--- src/rtl/accel_sequencer_if.sv ---
// Command/response bundle between the ADXL345 sequencer (master) and the
// I2C byte-transaction controller (slave).
interface accel_sequencer_if;
    logic [6:0] i2c_dev_addr;
    logic [7:0] i2c_reg_addr;
    logic       i2c_r_w;
    logic [7:0] i2c_write_data;
    logic [7:0] i2c_read_data;
    logic       i2c_start;
    logic       i2c_finished;
    logic       i2c_ready;

    modport master (
        output i2c_dev_addr, i2c_reg_addr, i2c_r_w, i2c_write_data, i2c_start,
        input  i2c_read_data, i2c_finished, i2c_ready
    );

    modport slave (
        input  i2c_dev_addr, i2c_reg_addr, i2c_r_w, i2c_write_data, i2c_start,
        output i2c_read_data, i2c_finished, i2c_ready
    );
endinterface

--- src/rtl/accel_sequencer.sv ---
// Configures the ADXL345 over the I2C byte controller, then reads X/Y/Z
// once per sample period and publishes them with a one-cycle strobe.
module accel_sequencer #(
    parameter int         SYS_CLK_SPEED  = 50000000,
    parameter int         SAMPLE_RATE_HZ = 100,
    parameter int         STARTUP_CYCLES = 500000,
    parameter int         TIMEOUT_CYCLES = 100000,
    parameter int         MAX_RETRIES    = 2,
    parameter logic [6:0] ACCEL_ADDR     = 7'h1D
) (
    input  logic                clk,
    input  logic                rst,
    input  logic                enable,
    accel_sequencer_if.master   i2c,
    output logic signed [15:0]  accel_x,
    output logic signed [15:0]  accel_y,
    output logic signed [15:0]  accel_z,
    output logic                sample_valid,
    output logic                config_done,
    output logic                error,
    output logic                overrun
);
    localparam int SAMPLE_PERIOD = SYS_CLK_SPEED / SAMPLE_RATE_HZ;
    localparam int CNT_MAX = (STARTUP_CYCLES > TIMEOUT_CYCLES) ? STARTUP_CYCLES : TIMEOUT_CYCLES;
    localparam int CNT_W   = $clog2(CNT_MAX + 1);
    localparam int PER_W   = $clog2(SAMPLE_PERIOD + 1);
    localparam int RTY_W   = (MAX_RETRIES > 0) ? $clog2(MAX_RETRIES + 1) : 1;

    typedef enum logic [2:0] {
        ST_STARTUP, ST_CFG_ISSUE, ST_CFG_WAIT, ST_SAMPLE_WAIT,
        ST_RD_ISSUE, ST_RD_WAIT, ST_PUBLISH, ST_ERROR
    } state_t;

    state_t             state_q, state_d;
    logic [CNT_W-1:0]   cnt_q, cnt_d;
    logic [PER_W-1:0]   per_q, per_d;
    logic [2:0]         idx_q, idx_d;
    logic [RTY_W-1:0]   rty_q, rty_d;
    logic               fin_prev_q, pend_q, pend_d;
    logic [7:0]         reg_q, reg_d, wd_q, wd_d;
    logic               rw_q, rw_d, start_q, start_d;
    logic signed [15:0] ax_q, ay_q, az_q;
    logic               valid_q, valid_d, cfg_done_q, cfg_done_d;
    logic               err_q, err_d, ovr_q, ovr_d;
    logic [5:0][7:0]    slot_q;
    logic               slot_we, done, timeout, wrap;

    // Completion is an edge, so a finished level left over from the previous
    // transaction (or from before reset) never completes a new one.
    assign done    = i2c.i2c_finished & ~fin_prev_q;
    assign timeout = (cnt_q == CNT_W'(TIMEOUT_CYCLES - 1));
    assign wrap    = cfg_done_q && (per_q == PER_W'(SAMPLE_PERIOD - 1));

    always_comb begin
        state_d    = state_q;
        cnt_d      = cnt_q;
        per_d      = per_q;
        idx_d      = idx_q;
        rty_d      = rty_q;
        pend_d     = pend_q;
        reg_d      = reg_q;
        wd_d       = wd_q;
        rw_d       = rw_q;
        start_d    = 1'b0;
        valid_d    = 1'b0;
        cfg_done_d = cfg_done_q;
        err_d      = err_q;
        ovr_d      = ovr_q;
        slot_we    = 1'b0;

        if (cfg_done_q) per_d = wrap ? '0 : per_q + PER_W'(1);
        if (wrap && (state_q == ST_RD_ISSUE || state_q == ST_RD_WAIT || state_q == ST_PUBLISH)) begin
            ovr_d  = 1'b1;
            pend_d = 1'b1;
        end

        case (state_q)
            ST_STARTUP: begin
                cnt_d = cnt_q + CNT_W'(1);
                if (cnt_q == CNT_W'(STARTUP_CYCLES - 1)) begin
                    cnt_d   = '0;
                    state_d = ST_CFG_ISSUE;
                end
            end
            ST_CFG_ISSUE: begin
                if (i2c.i2c_ready) begin
                    reg_d   = idx_q[0] ? 8'h2D : 8'h31;
                    wd_d    = 8'h08;
                    rw_d    = 1'b0;
                    start_d = 1'b1;
                    cnt_d   = '0;
                    state_d = ST_CFG_WAIT;
                end
            end
            ST_CFG_WAIT, ST_RD_WAIT: begin
                if (done) begin
                    rty_d = '0;
                    if (state_q == ST_CFG_WAIT) begin
                        if (idx_q[0]) begin
                            idx_d      = '0;
                            cfg_done_d = 1'b1;
                            per_d      = '0;
                            state_d    = ST_SAMPLE_WAIT;
                        end else begin
                            idx_d   = 3'd1;
                            state_d = ST_CFG_ISSUE;
                        end
                    end else begin
                        slot_we = 1'b1;
                        if (idx_q == 3'd5) begin
                            state_d = ST_PUBLISH;
                        end else begin
                            idx_d   = idx_q + 3'd1;
                            state_d = ST_RD_ISSUE;
                        end
                    end
                end else if (timeout) begin
                    // Retry re-issues the same list entry; idx is left untouched.
                    if (rty_q < RTY_W'(MAX_RETRIES)) begin
                        rty_d   = rty_q + RTY_W'(1);
                        state_d = (state_q == ST_CFG_WAIT) ? ST_CFG_ISSUE : ST_RD_ISSUE;
                    end else begin
                        err_d   = 1'b1;
                        state_d = ST_ERROR;
                    end
                end else begin
                    cnt_d = cnt_q + CNT_W'(1);
                end
            end
            ST_SAMPLE_WAIT: begin
                if ((wrap || pend_q) && enable) begin
                    idx_d   = '0;
                    pend_d  = 1'b0;
                    state_d = ST_RD_ISSUE;
                end
            end
            ST_RD_ISSUE: begin
                if (i2c.i2c_ready) begin
                    reg_d   = 8'h32 + {5'b0, idx_q};
                    rw_d    = 1'b1;
                    start_d = 1'b1;
                    cnt_d   = '0;
                    state_d = ST_RD_WAIT;
                end
            end
            ST_PUBLISH: begin
                valid_d = 1'b1;
                state_d = ST_SAMPLE_WAIT;
            end
            ST_ERROR: begin
                err_d = 1'b1;
            end
            default: state_d = ST_ERROR;
        endcase
    end

    always_ff @(posedge clk) begin
        if (rst) begin
            state_q    <= ST_STARTUP;
            cnt_q      <= '0;
            per_q      <= '0;
            idx_q      <= '0;
            rty_q      <= '0;
            fin_prev_q <= 1'b0;
            pend_q     <= 1'b0;
            reg_q      <= '0;
            wd_q       <= '0;
            rw_q       <= 1'b0;
            start_q    <= 1'b0;
            ax_q       <= '0;
            ay_q       <= '0;
            az_q       <= '0;
            valid_q    <= 1'b0;
            cfg_done_q <= 1'b0;
            err_q      <= 1'b0;
            ovr_q      <= 1'b0;
        end else begin
            state_q    <= state_d;
            cnt_q      <= cnt_d;
            per_q      <= per_d;
            idx_q      <= idx_d;
            rty_q      <= rty_d;
            fin_prev_q <= i2c.i2c_finished;
            pend_q     <= pend_d;
            reg_q      <= reg_d;
            wd_q       <= wd_d;
            rw_q       <= rw_d;
            start_q    <= start_d;
            valid_q    <= valid_d;
            cfg_done_q <= cfg_done_d;
            err_q      <= err_d;
            ovr_q      <= ovr_d;
            if (state_q == ST_PUBLISH) begin
                ax_q <= {slot_q[1], slot_q[0]};
                ay_q <= {slot_q[3], slot_q[2]};
                az_q <= {slot_q[5], slot_q[4]};
            end
        end
    end

    always_ff @(posedge clk) begin
        if (slot_we) slot_q[idx_q] <= i2c.i2c_read_data;
    end

    assign i2c.i2c_dev_addr   = ACCEL_ADDR;
    assign i2c.i2c_reg_addr   = reg_q;
    assign i2c.i2c_r_w        = rw_q;
    assign i2c.i2c_write_data = wd_q;
    assign i2c.i2c_start      = start_q;
    assign accel_x            = ax_q;
    assign accel_y            = ay_q;
    assign accel_z            = az_q;
    assign sample_valid       = valid_q;
    assign config_done        = cfg_done_q;
    assign error              = err_q;
    assign overrun            = ovr_q;
endmodule

--- src/flat_wrapper.sv ---
// flat-port wrapper written by rule: the top's interface ports become plain ports
module accel_sequencer_flat 
#(
    parameter int         SYS_CLK_SPEED  = 50000000,
    parameter int         SAMPLE_RATE_HZ = 100,
    parameter int         STARTUP_CYCLES = 500000,
    parameter int         TIMEOUT_CYCLES = 100000,
    parameter int         MAX_RETRIES    = 2,
    parameter logic [6:0] ACCEL_ADDR     = 7'h1D
)
  (clk, rst, enable, accel_x, accel_y, accel_z, sample_valid, config_done, error, overrun, i2c_i2c_dev_addr, i2c_i2c_reg_addr, i2c_i2c_r_w, i2c_i2c_write_data, i2c_i2c_start, i2c_i2c_read_data, i2c_i2c_finished, i2c_i2c_ready);
  accel_sequencer_if i2c_i ();
  input  logic clk;
  input  logic rst;
  input  logic enable;
  output logic signed [15:0] accel_x;
  output logic signed [15:0] accel_y;
  output logic signed [15:0] accel_z;
  output logic sample_valid;
  output logic config_done;
  output logic error;
  output logic overrun;
  output wire logic [$bits(i2c_i.i2c_dev_addr)-1:0] i2c_i2c_dev_addr;
  output wire logic [$bits(i2c_i.i2c_reg_addr)-1:0] i2c_i2c_reg_addr;
  output wire logic [$bits(i2c_i.i2c_r_w)-1:0] i2c_i2c_r_w;
  output wire logic [$bits(i2c_i.i2c_write_data)-1:0] i2c_i2c_write_data;
  output wire logic [$bits(i2c_i.i2c_start)-1:0] i2c_i2c_start;
  input wire logic [$bits(i2c_i.i2c_read_data)-1:0] i2c_i2c_read_data;
  input wire logic [$bits(i2c_i.i2c_finished)-1:0] i2c_i2c_finished;
  input wire logic [$bits(i2c_i.i2c_ready)-1:0] i2c_i2c_ready;
  assign i2c_i2c_dev_addr = i2c_i.i2c_dev_addr;
  assign i2c_i2c_reg_addr = i2c_i.i2c_reg_addr;
  assign i2c_i2c_r_w = i2c_i.i2c_r_w;
  assign i2c_i2c_write_data = i2c_i.i2c_write_data;
  assign i2c_i2c_start = i2c_i.i2c_start;
  assign i2c_i.i2c_read_data = i2c_i2c_read_data;
  assign i2c_i.i2c_finished = i2c_i2c_finished;
  assign i2c_i.i2c_ready = i2c_i2c_ready;
  accel_sequencer #(.SYS_CLK_SPEED(SYS_CLK_SPEED), .SAMPLE_RATE_HZ(SAMPLE_RATE_HZ), .STARTUP_CYCLES(STARTUP_CYCLES), .TIMEOUT_CYCLES(TIMEOUT_CYCLES), .MAX_RETRIES(MAX_RETRIES), .ACCEL_ADDR(ACCEL_ADDR)) u_core (.clk(clk), .rst(rst), .enable(enable), .i2c(i2c_i), .accel_x(accel_x), .accel_y(accel_y), .accel_z(accel_z), .sample_valid(sample_valid), .config_done(config_done), .error(error), .overrun(overrun));
endmodule
--- config.mk ---
export PLATFORM = sky130hd
export DESIGN_NAME = accel_sequencer_flat
export DESIGN_NICKNAME = d
export VERILOG_FILES = /design/src/rtl/accel_sequencer_if.sv /design/src/rtl/accel_sequencer.sv /design/src/flat_wrapper.sv
export SDC_FILE = /design/constraint.sdc
export NUM_CORES = 1
export LEC_CHECK = 0
export BUFFER_PORTS_ARGS = -buffer_cell sky130_fd_sc_hd__buf_2
export CAP_MARGIN = 20
export CORE_MARGIN = 1
export CORE_UTILIZATION = 35
export DETAILED_ROUTE_END_ITERATION = 6
export GPL_TIMING_DRIVEN = 0
export PLACE_DENSITY = 0.62
export SLEW_MARGIN = 20
export SYNTH_ARGS = -nofsm -noshare
export SYNTH_HDL_FRONTEND = slang
export SYNTH_SLANG_ARGS = --single-unit
--- constraint.sdc ---
create_clock -name clk -period 2.2 [get_ports clk]
set_input_delay 0.44 -clock clk [delete_from_list [all_inputs] [get_ports clk]]
set_output_delay 0.44 -clock clk [all_outputs]
set_load 0.005 [all_outputs]
== Word level (Yosys, flattened, before mapping) ==
Index checks and enable logic that the tools add are counted.

* $add $sub $neg: 5
* Order comparisons: 3
* Equal/unequal tests: 23
* Muxes and demuxes: 54
* Bitwise gates (word level): 3
* Reductions and logical operators: 26

{| class="wikitable"
|+ Operators by type and width
! kind !! count
|-
| $mux W19 || 10
|-
| $pmux W19 S3 || 1
|-
| $bwmux W48 || 1
|-
| $mux W3 || 13
|-
| $add A19 B1 Y19 const B || 2
|-
| $eq A19 B19 Y1 const B || 2
|-
| $demux W8 S3 || 1
|-
| $mux W8 || 3
|-
| $eq A19 B17 Y1 const B || 1
|-
| $pmux W3 S6 || 1
|-
| $pmux W8 S2 || 1
|-
| $reduce_and A4 Y1 || 4
|-
| $eq A3 B3 Y1 const B || 5
|-
| $mux W1 || 14
|-
| $mux W2 || 5
|-
| $ne A2 B1 Y1 const B || 5
|-
| $ne A2 B2 Y1 const B || 5
|-
| $reduce_bool A2 Y1 || 5
|-
| $add A6 B3 Y7 const A || 1
|-
| $eq A3 B2 Y1 const B || 2
|-
| $pmux W3 S2 || 1
|-
| $reduce_and A3 Y1 || 2
|-
| $reduce_and A6 Y1 || 1
|-
| $reduce_bool A6 Y1 || 1
|-
| other kinds (18) || 27
|}

* Flip-flop bits (word level): 159
* Input port bits: 13
* Output and inout bits: 77
* Logic and storage cells: 138

== Longest topological paths before layout ==
* Depth in word-level cells: 8
* Gate-level depth with buffers: 9
* Depth with buffers taken out: 8

== Least setup slack after synthesis ==
Ideal clock, no wire load.

* Path type: flip-flop to flip-flop
* Start point: register u_core.cnt_q[5]
* End point: register u_core.state_q[0]
* Arrival: 2.207 ns
* Required time: 2.078 ns
* Path slack: -0.128 ns
* Cell stages (with the launch flop): 7
* Path through: dfxtp_1 > or4b_4 > or4_1 > o31ai_2 > o21ai_1 > a211o_1 > o311a_1

* Word-level cells in the longest chain between the ends: 3
* Elaborated cells between the ends (all ways): 5
* Those cells by class: eq/ne: 4; reduce/logical: 1

{| class="wikitable"
|+ Ends and longest elaborated chain
! element !! line !! RTL
|-
| from (decl) || accel_sequencer.sv:35 || <nowiki>logic [CNT_W-1:0] cnt_q, cnt_d;</nowiki>
|-
| from (signal assigned) || accel_sequencer.sv:179 || <nowiki>cnt_q <= cnt_d;</nowiki>
|-
| $eq A19 B17 Y1 or $eq A19 B19 Y1 (tied branches) || accel_sequencer.sv:51, accel_sequencer.sv:80 ||
|-
| $ne A3 B1 Y1 (no line) or $ne A2 B1 Y1 (tied branches) || -- ||
|-
| $reduce_and A6 Y1 (no line) * || -- ||
|-
| to (signal assigned) || accel_sequencer.sv:178 || <nowiki>state_q <= state_d;</nowiki>
|-
| to (decl) || accel_sequencer.sv:34 || <nowiki>state_t state_q, state_d;</nowiki>
|}

Every way passes the cells marked *; elsewhere a longest branch is shown, timed or not.
A chain may end at the register's enable or synchronous reset.

== Worst setup path after layout ==
* Start point: register u_core.cnt_q[6]
* End point: register u_core.cnt_q[4]

* Word-level cells in the longest chain between the ends: 3
* Elaborated cells between the ends (all ways): 6
* Those cells by class: eq/ne: 3; mux: 2; reduce/logical: 1

{| class="wikitable"
|+ Ends and longest elaborated chain
! element !! line
|-
| $eq A19 B19 Y1 or $eq A19 B17 Y1 (tied branches) || accel_sequencer.sv:80, accel_sequencer.sv:51
|-
| $mux W19 or $ne A2 B2 Y1 (tied branches) || --
|-
| $pmux W19 S3 or $reduce_and A4 Y1 (tied branches) || --
|}

Several ways; a longest one is shown, not always the timed one.

==> impl_metrics.yaml <==
status:
  outcome: "complete, but fails checks"
  violations: "design-rule violations, negative setup slack"
clocking:
  cts.reportedPaths.clkPinSlew_ns: 0.07
  h-tree-depth: 4
  cts_tree: "yes"
  cts_buffers: 17
  worstSkewPairLatency_ns: 0.43
  ctsRootBufferMaster: "clkbuf_16"
  cts_max_path_buffers: 2
  cts_sinks: 157
timing:
  rsz0062_at_grt: "yes"
  timing.final.crit_share_pct: 110
  layout_min_cycle_time_ns: 2.43
  finalHoldViolCount: 0
  fin_ws_ns: -0.227
  setup_viol: 23
  tightest_slew_ns: 0.619
  slew_violations: 0
  max-slew-margin-rel_pct: 58.7
  max_freq_mhz: 412
  skew_ns: 0.0126
yosys:
  syn_area_per_cell_sq_um: 9.54
  synthFlopType: "dfxtp_1"
  synth_seq_cells: 157
  ys_seq_area_share_pct: 55.7
  synth_top_area_share_pct: 33.5
  synth_enable_flop_cells: 48
  synthTopCellsByArea: "dfxtp_1 (34%), edfxtp_1 (22%), nand2_1 (7.3%)"
  ys_warn_count: 0
  synth_top_cell_by_area: "dfxtp_1"
  synth_cells: 682
  synthArstFlopShare_pct: 0
  synth.distinct_cells: 59
  netlist_area_sq_mm: 0.00651
worst_setup_path:
  cp_slowest_cell: "or4b_4"
  worst-endpoint-arrival_ns: 2.73
  critPathLaunchType: "flip-flop"
  timing.critical_path.cells: "or4b_4 -> or4_4 -> o31ai_4 -> o211a_1 -> a311o_1 -> buf_6 -> buf_12 -> buf_8 -> o31ai_1"
  crit_required_ns: 2.50
  cp_max_fo: 6
  critical_path_class: "flip-flop to flip-flop"
  max_stage_delay_ns: 0.53
  end_kind: "flip-flop"
drt:
  routed_wirelength_microns: 16100
  drc: 21
  vias: 5380
  drt-wirelength-per-cell_microns: 15.3
  vias_per_cell: 5.12
  antenna_left: 0
  drtIter0Drc: 302
  first_pass_iters: 7
die:
  fp.dieH_microns: 138
  coreArea_sq_mm: 0.0181
  initial_core_util_pct: 36.0
  rows: 49
  die_w_microns: 138
  die_area_sq_mm: 0.0191
  io_pins: 90
power_and_ir_drop:
  powerDensity_mw_per_mm2: 739
  ir_drop_mv: 0.670
  p_total_mw: 6.11
  p_leak_nw: 3.04
layout:
  num-nets-final: 830
  multi_input_area_sq_mm: 0.00283
  antenna_cells: 0
  drive_gt1_share_pct: 25.1
  area_growth_syn_to_layout_pct: 27.0
  design_area_sq_mm: 0.00827
  seq_area_sq_mm: 0.00365
  nFillCells: 1715
  fin_cells: 1051
placement:
  place_area_sq_mm: 0.00723
  placed_cells: 998
  port_buffers: 73
  place_congestion: 0.864
  dp_hpwl_microns: 10600
grt:
  grt.total_usage_pct: 16.8
  grt_pass1_wl_microns: 25200
  grt_pass1_vias: 4825
  antenna_found_initial: 0
  grt_max_degree: 17
  overflow: 0
hold_path:
  hold_class: "primary input to flip-flop"
run:
  cap_violations: 0
worst max-delay path, delay by kind of cell (launching register included):
| family | cells | cell delay [ns] |
|---|---|---|
| DFF | 1 | 0.35 |
| AOI/OAI and AO/OA | 4 | 0.61 |
| buffers and inverters | 3 | 0.35 |
| and+or+nand+nor | 2 | 0.99 |
state kept, by name, indices dropped and copies added (netlist names), 2 cells and up:
name / flops
u_core.slot_q: 48
u_core.cnt_q: 19
u_core.per_q: 19
u_core.accel_x: 16
u_core.accel_y: 16
u_core.accel_z: 16
u_core.i2c.i2c_reg_addr: 6
u_core.idx_q: 3
u_core.state_q: 3
u_core.rty_q: 2
cells in the mapped netlist (9+ instances only):
| cell type | instances |
|---|---|
| dfxtp_1 | 109 |
| inv_1 | 13 |
| clkbuf_1 | 26 |
| o31ai_1 | 17 |
| nor2b_1 | 19 |
| nand3_1 | 28 |
| nand2_1 | 127 |
| edfxtp_1 | 48 |
| a32oi_1 | 14 |
| o21ai_0 | 12 |
| nor3_1 | 11 |
| nor2_1 | 46 |
| a21oi_1 | 69 |
| buf_4 | 18 |
| xor2_1 | 10 |
| and3_1 | 9 |
layout by cell type (no fill, tap or decap), types with 8 or more instances in the layout:
master	n
inv_1	13
clkbuf_16	18
conb_1	16
dfxtp_1	99
o31ai_1	13
edfxtp_1	48
nand3_1	27
nor3_1	8
clkbuf_1	21
xor2_1	10
ha_1	8
buf_4	38
nor2b_1	19
nand2_1	127
nor2_1	45
a21oi_1	69
buf_2	76
a32oi_1	12
o21ai_0	12
area by class of cell:
| class | instances | share of cell area, % |
|---|---|---|
| clock buffers | 20 | 5.66 |
| clock inverters | 12 | 1.48 |
| repair buffers | 97 | 6.95 |
| well taps | 229 | 3.47 |
| flip-flops and latches | 157 | 44.1 |
| plain buffers | 49 | 3.54 |
| multi-input cells | 474 | 34.2 |
| inverters | 13 | 0.590 |
path summary, 6_finish.rpt:
kind | start | slack (ns) | cells after the start | to
max reg2reg | u_core.cnt_q[6] | -0.23 | 9 | u_core.cnt_q[4]
min reg2reg | u_core.accel_x[8] | 0.45 | 2 | u_core.accel_x[8]
min | i2c_i2c_finished | 0.27 | 2 | u_core.fin_prev_q
max | u_core.cnt_q[6] | -0.23 | 9 | u_core.cnt_q[4]
logic make-up after synthesis:
group | count (synthesis) | share of synthesized area [%]
xor gates and xnor gates | 17 | 2.29
adders and majority gates | 9 | 1.69
buffers and inverters | 65 | 5.17
DFF | 157 | 55.7
AOI/OAI and AO/OA | 148 | 14.3
and+or+nand+nor | 283 | 20.6
muxes | 1 | 0.154
other | 2 | 0.115
report_power, final:
group          leakage (nW)  switching [mW]  internal, mW
Combinational          1.44           0.114        0.0665
Sequential             1.32         0.00583          2.98
Clock                 0.285            1.26          1.68
Total                  3.04            1.38          4.73
through the flow:
step	hold slack [ns]	TNS [ns]	setup slack (ns)	util, %
after floorplan	0.445	-1.70	-0.115	-
after global placement	0.441	-14.67	-0.364	40.0
after detailed placement	0.443	-14.39	-0.362	40.0
after CTS	0.243	-4.14	-0.238	44.6
after global routing	0.280	-5.56	-0.314	45.7
final	0.269	-3.77	-0.227	45.7
repair_timing:
| item | in CTS | in global routing |
|---|---|---|
| gates resized for setup | 37 | 29 |
| gates cloned | 1 | 0 |
| pin swaps | 10 | 11 |
| hold buffers | 0 | 0 |
| setup endpoints to repair | 55 | 86 |
| setup buffers | 10 | 16 |
per-layer routing:
metal | up-vias | routed length [microns] | track usage, %
met5 | - | 0 | 0
met4 | 0 | 220 | 5.26
li1 | 2649 | - | -
met2 | 180 | 7340 | 26.7
met1 | 2529 | 7550 | 22.1
met3 | 22 | 970 | 4.50
(Power assumes the default switching activity.)
